### config.mk
export PLATFORM = sky130hd
export DESIGN_NAME = wb_arbiter_rr_b3
export DESIGN_NICKNAME = d
export VERILOG_FILES = /design/src/rtl/wb_arb_pkg.sv /design/src/rtl/wb_rr_picker.sv /design/src/rtl/wb_arbiter_rr_b3.sv
export SDC_FILE = /design/constraint.sdc
export NUM_CORES = 1
export LEC_CHECK = 0
export CAP_MARGIN = 20
export CORE_AREA = 2 2 176 178
export CTS_BUF_LIST = sky130_fd_sc_hd__clkbuf_2
export CTS_CLUSTER_DIAMETER = 60
export CTS_CLUSTER_SIZE = 24
export DETAILED_ROUTE_END_ITERATION = 7
export DIE_AREA = 0 0 178 180
export PLACE_DENSITY_LB_ADDON = 0.3
export REMOVE_ABC_BUFFERS = 1
export SETUP_SLACK_MARGIN = 0.02
export SKIP_CTS_REPAIR_TIMING = 1
export SYNTH_ARGS = -nofsm -noshare
export SYNTH_HDL_FRONTEND = slang
export SYNTH_SLANG_ARGS = --single-unit
### constraint.sdc
create_clock -name clk -period 6.49 [get_ports clk]
set_clock_uncertainty 0.15 [all_clocks]
set_input_delay 0.9735 -clock clk [delete_from_list [all_inputs] [get_ports clk]]
set_output_delay 0.9735 -clock clk [all_outputs]
set_load 0.05 [all_outputs]
### src/rtl/wb_arb_pkg.sv
// rtl/wb_arb_pkg.sv - shared types, priority-mode constants and helpers for the Wishbone B3 arbiter
package wb_arb_pkg;

  typedef enum logic [1:0] {
    IDLE  = 2'd0,
    BUSY  = 2'd1,
    ABORT = 2'd2
  } arb_state_t;

  localparam int PRIO_RR    = 0;
  localparam int PRIO_FIXED = 1;

  // Highest set bit wins; callers only ever pass a one-hot or all-zero vector.
  function automatic logic [3:0] onehot2idx(input logic [15:0] oh);
    logic [3:0] idx;
    idx = 4'd0;
    for (int i = 0; i < 16; i++) begin
      if (oh[i]) idx = 4'(i);
    end
    return idx;
  endfunction

endpackage

### src/rtl/wb_rr_picker.sv
// rtl/wb_rr_picker.sv - combinational requester-to-winner encoder (round-robin or fixed priority)
module wb_rr_picker
  import wb_arb_pkg::*;
#(
  parameter int MASTERS   = 3,
  parameter int PRIO_MODE = PRIO_RR
) (
  input  logic [MASTERS-1:0]         req,
  input  logic [$clog2(MASTERS)-1:0] last,
  output logic [$clog2(MASTERS)-1:0] win_idx,
  output logic                       win_valid
);

  localparam int IW = $clog2(MASTERS);

  logic [IW-1:0] cand;

  always_comb begin
    win_idx   = '0;
    win_valid = 1'b0;
    cand      = '0;
    if (PRIO_MODE == PRIO_FIXED) begin
      for (int i = MASTERS - 1; i >= 0; i--) begin
        if (req[i]) begin
          win_idx   = IW'(i);
          win_valid = 1'b1;
        end
      end
    end else begin
      // Walk from furthest to nearest so the slot right after `last` is the final override.
      for (int k = MASTERS; k >= 1; k--) begin
        cand = IW'((int'(last) + k) % MASTERS);
        if (req[cand]) begin
          win_idx   = cand;
          win_valid = 1'b1;
        end
      end
    end
  end

endmodule

### src/rtl/wb_arbiter_rr_b3.sv
// rtl/wb_arbiter_rr_b3.sv - Wishbone B3 multi-master arbiter with ownership FSM, watchdog abort and status
module wb_arbiter_rr_b3
  import wb_arb_pkg::*;
#(
  parameter int MASTERS   = 3,
  parameter int PRIO_MODE = 0,
  parameter int TIMEOUT   = 255
) (
  input  logic                    clk,
  input  logic                    rst,
  input  logic [MASTERS-1:0]      m_cyc,
  input  logic [MASTERS-1:0]      m_stb,
  input  logic [MASTERS-1:0]      m_we,
  input  logic [MASTERS*32-1:0]   m_adr,
  input  logic [MASTERS*32-1:0]   m_dat_m2s,
  input  logic [MASTERS*4-1:0]    m_sel,
  input  logic [MASTERS*3-1:0]    m_cti,
  input  logic [MASTERS*2-1:0]    m_bte,
  output logic [MASTERS*32-1:0]   m_dat_s2m,
  output logic [MASTERS-1:0]      m_ack,
  output logic [MASTERS-1:0]      m_err,
  output logic [MASTERS-1:0]      m_rty,
  output logic                    s_cyc,
  output logic                    s_stb,
  output logic                    s_we,
  output logic [31:0]             s_adr,
  output logic [31:0]             s_dat_m2s,
  output logic [3:0]              s_sel,
  output logic [2:0]              s_cti,
  output logic [1:0]              s_bte,
  input  logic [31:0]             s_dat_s2m,
  input  logic                    s_ack,
  input  logic                    s_err,
  input  logic                    s_rty,
  output logic [MASTERS-1:0]      grant,
  output logic                    timeout_evt
);

  localparam int IW = $clog2(MASTERS);
  localparam int CW = (TIMEOUT > 0) ? $clog2(TIMEOUT + 1) : 1;

  arb_state_t         state_q, state_d;
  logic [MASTERS-1:0] grant_q, grant_d;
  logic [IW-1:0]      last_q, last_d;
  logic [CW-1:0]      cnt_q, cnt_d;
  logic [IW-1:0]      owner;
  logic [IW-1:0]      win_idx;
  logic               win_valid;
  logic               busy, own_cyc, own_stb, term;

  wb_rr_picker #(
    .MASTERS   (MASTERS),
    .PRIO_MODE (PRIO_MODE)
  ) u_picker (
    .req       (m_cyc),
    .last      (last_q),
    .win_idx   (win_idx),
    .win_valid (win_valid)
  );

  // The registered one-hot grant is the single source of truth for ownership.
  assign owner       = IW'(onehot2idx(16'(grant_q)));
  assign busy        = (state_q == BUSY);
  assign own_cyc     = m_cyc[owner];
  assign own_stb     = m_stb[owner];
  assign term        = s_ack | s_err | s_rty;
  assign grant       = grant_q;
  assign timeout_evt = (state_q == ABORT);

  always_comb begin
    s_cyc     = busy & own_cyc;
    s_stb     = busy & own_stb;
    s_we      = busy & m_we[owner];
    s_adr     = busy ? m_adr[owner*32 +: 32]     : 32'd0;
    s_dat_m2s = busy ? m_dat_m2s[owner*32 +: 32] : 32'd0;
    s_sel     = busy ? m_sel[owner*4 +: 4]       : 4'd0;
    s_cti     = busy ? m_cti[owner*3 +: 3]       : 3'd0;
    s_bte     = busy ? m_bte[owner*2 +: 2]       : 2'd0;
    for (int i = 0; i < MASTERS; i++) begin
      m_ack[i]            = busy && (owner == IW'(i)) && s_ack;
      m_rty[i]            = busy && (owner == IW'(i)) && s_rty;
      m_err[i]            = (owner == IW'(i)) && ((busy && s_err) || (state_q == ABORT));
      m_dat_s2m[i*32 +: 32] = (busy && (owner == IW'(i))) ? s_dat_s2m : 32'd0;
    end
  end

  always_comb begin
    state_d = state_q;
    grant_d = grant_q;
    last_d  = last_q;
    cnt_d   = '0;
    case (state_q)
      IDLE: begin
        if (win_valid) begin
          state_d          = BUSY;
          grant_d          = '0;
          grant_d[win_idx] = 1'b1;
          last_d           = win_idx;
        end
      end
      BUSY: begin
        if (!own_cyc) begin
          state_d = IDLE;
          grant_d = '0;
        end else if (own_stb && !term && (TIMEOUT != 0)) begin
          // A termination in the same cycle the limit is reached takes precedence.
          if (cnt_q == CW'(TIMEOUT)) state_d = ABORT;
          else                       cnt_d   = cnt_q + CW'(1);
        end
      end
      ABORT: begin
        state_d = IDLE;
        grant_d = '0;
      end
      default: begin
        state_d = IDLE;
        grant_d = '0;
      end
    endcase
  end

  always_ff @(posedge clk) begin
    if (rst) begin
      state_q <= IDLE;
      grant_q <= '0;
      last_q  <= IW'(MASTERS - 1);
      cnt_q   <= '0;
    end else begin
      state_q <= state_d;
      grant_q <= grant_d;
      last_q  <= last_d;
      cnt_q   <= cnt_d;
    end
  end

endmodule

# Word level (Yosys, flattened, before mapping)
# Index checks and enable logic that the tools add are counted.
[totals] register_bits=15 in_bits=265
[op_classes] add_sub_neg=4 n_mul=1 div_mod_pow=3 n_lt_le_gt_ge=6 eq_ne=9 n_shift=5 muxes=38 bitwise_logic=8 reduce_logical=23
[ops] operator="$shiftx A96 B8 Y32" n=2
[ops] operator="$mux W32" n=5
[ops] operator="$mod A32 B3 Y32 const B" n=3
[ops] operator="$mux W2" n=9
[ops] operator="$logic_and A1 B1 Y1" n=15
[ops] operator="$lt A2 B3 Y1 const B" n=5
[ops] operator="$bmux W1 S2" n=6
[ops] operator="$shiftx A12 B5 Y4" n=1
[ops] operator="$mux W1" n=11
[ops] operator="$mux W3" n=3
[ops] operator="$shiftx A9 B5 Y3" n=1
[ops] operator="$add A8 B1 Y8 const B" n=1
[ops] operator="$eq A8 B8 Y1 const B" n=1
[ops] operator="$add A2 B2 Y3 const B" n=2
[ops] operator="$ne A3 B2 Y1 const B" n=2
[ops] operator="$pmux W3 S2" n=1
[ops] operator="$shiftx A6 B4 Y2" n=1
[ops] operator="$reduce_or A5 Y1" n=1
[ops] operator="$eq A2 B1 Y1 const B" n=2
[ops] operator="$eq A2 B2 Y1 const B" n=2
[ops] operator="$logic_not A2 Y1" n=2
[ops] operator="$mul A2 B2 Y4 const B" n=1
[ops] operator="$mux W4" n=1
[ops] operator="$pmux W2 S2" n=1
[ops] operator="12 further kinds" n=18

# Depth between registers and ports, before layout
[logic_depth] ltp_word=13 mapped_depth=8 mapped_depth_nobuf=7

# Cells and area by module
# Synthesis repeated with hierarchy kept, for this count alone.
[hier_totals] cells_unflattened=562 area_unflattened_um2=3435.8
[by_module_without_submodules] mod="wb_arbiter_rr_b3" instances=1 cells_per_inst=535 area_per_inst_um2=3244.4 seq_area_each_um2=300.3
[by_module_without_submodules] mod="wb_rr_picker" instances=1 cells_per_inst=27 area_per_inst_um2=191.4 seq_area_each_um2=0.0

# Least setup slack after synthesis
# OpenSTA, ideal clock, no wires.
[synth_path] path_kind="register to output" startpoint="reg state_q[1]" endpoint="out m_err[0]" arrival_time_ns=2.378 required_ns=5.366 setup_slack_ns=2.989 path_stages_with_launch=4 cell_sequence="dfxtp_1 -> nor2b_1 -> a21oi_1 -> nor3_1"
[synth_via] word_cells_on_any_way=5 classes_between="eq/ne: 2; reduce/logical: 3"
[synth_lines] item="start: declaration" line_no="wb_arbiter_rr_b3.sv:42" source="arb_state_t state_q, state_d;"
[synth_lines] item="start signal: assignment" line_no="wb_arbiter_rr_b3.sv:129" source="state_q <= state_d;"
[synth_lines] item="$eq A2 B2 Y1"
[synth_lines] item="named net timeout_evt" line_no="wb_arbiter_rr_b3.sv:36" source="output logic timeout_evt"
[synth_lines] item="$logic_or A1 B1 Y1" line_no="wb_arbiter_rr_b3.sv:82" source="m_err[i] = (owner == IW'(i)) && ((busy && s_err) || (state_q == ABORT));"
[synth_lines] item="$logic_and A1 B1 Y1" line_no="wb_arbiter_rr_b3.sv:82"
[synth_lines] item="end: declaration" line_no="wb_arbiter_rr_b3.sv:21" source="output logic [MASTERS-1:0] m_err,"
# The timed path passes the listed nets, and every way through them passes these cells.

# Worst setup path in the final report
[layout_path] startpoint="reg state_q[0]" endpoint="out m_dat_s2m[12]"
[layout_via] elab_chain_len=3
[layout_rtl] item="$eq A2 B1 Y1" line_no="wb_arbiter_rr_b3.sv:63" source="assign busy = (state_q == BUSY);"
[layout_rtl] item="$logic_and A1 B1 Y1" line_no="wb_arbiter_rr_b3.sv:83" source="m_dat_s2m[i*32 +: 32] = (busy && (owner == IW'(i))) ? s_dat_s2m : 32'd0;"
[layout_rtl] item="$mux W32" line_no="wb_arbiter_rr_b3.sv:83"
[layout_rtl] item="end: declaration" line_no="wb_arbiter_rr_b3.sv:19" source="output logic [MASTERS*32-1:0] m_dat_s2m,"
# Every way passes these cells.

==> results.sh <==
export IMPL_outcome="completed"
export IMPL_grt_usage=0.118
export IMPL_ys_seq_area_frac=0.0874
export IMPL_arrival_ps=2990
export IMPL_synth_mux_area_frac=0.225
export IMPL_dieArea_sq_um=32000
export IMPL_period_share=0.634
export IMPL_max_clock_path_buffers=2
export IMPL_worst_pin_slew_ps=996
export IMPL_p_leak_nw=3.08
export IMPL_h_tree_depth=1
export IMPL_synth_compound_area_frac=0.162
export IMPL_core_area_sq_um=30200
export IMPL_rr_startpoint="grant[1]"
export IMPL_initial_core_util=0.114
export IMPL_whs_ps=334
export IMPL_critPathLaunchType="flop"
export IMPL_mostFrequentLayoutCell="clkdlybuf4s50_1"
export IMPL_slowest_delay_ps=820
export IMPL_critPathMaxFanout=79
export IMPL_irDropWorstVdd_uv=320
export IMPL_first_iter_violations=136
export IMPL_dp_hpwl_um=16900
export IMPL_drive_above_1_share=0.0195
export IMPL_rows=64
export IMPL_fin_ws_ps=2370
export IMPL_viasPerCell=3.84
export IMPL_hold_path_class="flop to flop"
export IMPL_path_buf_inv=2
export IMPL_r2r_end="cnt_q[5]"
export IMPL_min_period_ps=4120
export IMPL_drt_total_wl_um=20800
export IMPL_synth_edf_count=0
export IMPL_dieHeight_um=180
export IMPL_dpl_cell_area_sq_um=8310
export IMPL_first_pass_iters=4
export IMPL_placed_cells=1364
export IMPL_holdCritStartpoint="cnt_q[0]"
export IMPL_pin_count=450
export IMPL_drc=0
export IMPL_synth_xor_area_frac=0.0127
export IMPL_crit_type="flop to output pin"
export IMPL_netlist_instances=562
export IMPL_yosysTopAreaCell="mux2i_1"
export IMPL_critical_path_cell_chain="nand2b_4 -> nor3_2 -> buf_4 -> and2_1 -> clkdlybuf4s50_1"
export IMPL_clk_pin_slew_ps=170
export IMPL_clock_sinks=15
export IMPL_cts_tree="built"
export IMPL_finalSetupViolCount=0
export IMPL_ys_types=39
export IMPL_grt_pass1_wl_um=29800
export IMPL_ys_async_sr_fraction=0
export IMPL_cellPowerDensity_nw_per_um2=345
export IMPL_ys_ff_latch=15
export IMPL_fin_cells=1369
export IMPL_cap_violations=0
export IMPL_relSlewSlack=0.336
export IMPL_r2r_cells=6
export IMPL_place_worst_setup_slack_ps=2450
export IMPL_final_cell_mix="clkdlybuf4s50_1 (449), nor2_1 (169), a21oi_1 (80)"
export IMPL_synthSimpleGateAreaFrac=0.431
export IMPL_path_delay_family="buffers and inverters"
export IMPL_max_freq_mhz=243
export IMPL_worstHoldPathCells=1
export IMPL_antenna_found_initial=1
export IMPL_clk_latency_ps=300
export IMPL_crit_path_top_delay_cell="clkdlybuf4s50_1"
export IMPL_cts_root_buf="clkbuf_2"
export IMPL_cts_buffers=3
export IMPL_gp_congestion=0.819
export IMPL_die_x_um=178
export IMPL_yosysWarnings=0
export IMPL_final_max_slew_viol_count=0
export IMPL_required_ps=5370
export IMPL_ant_nets=0
export IMPL_tns_ps=0
export IMPL_nets=1243
export IMPL_synth_avg_cell_area_sq_um=6.12
export IMPL_vias=5260
export IMPL_num_fill_cells=3291
export IMPL_rrSetupSlack_ps=3840
export IMPL_grt_start_max_net_pins=93
export IMPL_grt_pass1_vias=5128
export IMPL_multi_input_area_sq_um=2930
export IMPL_yosysTopAreaCellShare=0.221
export IMPL_finalPower_mw=2.88
export IMPL_synth_adder_area_share=0.0182
export IMPL_grt_overflow_total=0
export IMPL_regArea_sq_um=308
export IMPL_rsz0062_at_grt="no"
export IMPL_hold_viol_final=0
export IMPL_final_cell_area_sq_um=8340
export IMPL_fin_util=0.276
export IMPL_hold_end="cnt_q[0]"
export IMPL_endpoint_kind="output pin"
export IMPL_wire_per_inst_um=15.2
export IMPL_syn_area_sq_um=3440
export IMPL_synth_top_family_by_area="simple AND/OR/NAND/NOR gates"
export IMPL_ys_top_cells_by_area="mux2i_1 (22%), nor2_1 (18%), and2_1 (12%)"
export IMPL_port_buffers=449
export IMPL_area_delta_synth_final_pct=143
export IMPL_ys_flop_type="dfxtp_1"
[flip-flops by register name (all words and copies together) (netlist names)]
register	flops
grant	3
state_q	2
last_q	2
cnt_q	8
[metal layers]
metal | vias to the layer above | share of wire | track usage
met4 | 0 | 0.0095 | 0.0141
li1 | 2730 | - | -
met5 | - | 0 | 0
met3 | 12 | 0.087 | 0.0260
met2 | 196 | 0.51 | 0.227
met1 | 2322 | 0.39 | 0.133
[worst max-delay path by stage]
stage | to | slack, ps | start | depth (start not counted)
3_5_place_dp | s_cyc | 2450 | m_cyc[1] | 5
6_report | m_dat_s2m[12] | 2370 | state_q[0] | 5
5_1_grt | m_dat_s2m[46] | 2050 | state_q[0] | 5
2_1_floorplan | m_ack[0] | 130 | grant[2] | 2
4_1_cts | m_dat_s2m[12] | 2270 | state_q[0] | 5
3_3_place_gp | s_cyc | 2460 | m_cyc[1] | 5
[report_power, final]
group          leakage, nW  internal (mW)  switching [mW]
Clock               0.0169         0.0149          0.0321
Sequential           0.124          0.109          0.0926
Combinational         2.94          0.952            1.68
Total                 3.08           1.08            1.80
[cells by family (layout without fill, tap and decap cells)]
group,Yosys count,in the layout
fa+ha+maj,5,5
xor+xnor,5,5
flops,15,15
compound gates,99,99
simple gates,307,307
mux,77,77
buf+inv,54,464
other cells,0,1
[worst reg2reg max path, cell delays in order, from the launching register on]
cell	delay [ps]
dfxtp_4	850
buf_12	350
mux2i_1	180
a211o_1	330
or4_4	460
nand2b_4	190
nor2_1	110
[final cells by class]
cell class | count | area share
well taps | 396 | 0.0594
multi-input cells | 493 | 0.351
repair buffers | 455 | 0.547
flip-flops and latches | 15 | 0.0369
clock inverters | 1 | 0.000750
clock buffers | 3 | 0.00180
diodes | 1 | 0.000300
inverters | 5 | 0.00225
[synth_stat cells, types with 2 or more instances]
library cell / n
nor2_1: 169
a21oi_1: 80
mux2i_1: 76
and2_1: 68
and3_1: 34
clkbuf_1: 33
dfxtp_1: 15
buf_2: 9
nand2_1: 8
nor2b_1: 8
buf_1: 6
ha_1: 5
inv_1: 5
nor3_1: 5
nand3_1: 4
nand2b_1: 3
o21a_1: 3
xnor2_1: 3
a211oi_1: 2
a32o_1: 2
nor4_1: 2
o21ai_0: 2
o31a_1: 2
or3_1: 2
xor2_1: 2
Note: power is estimated with default switching activity, not from simulation.
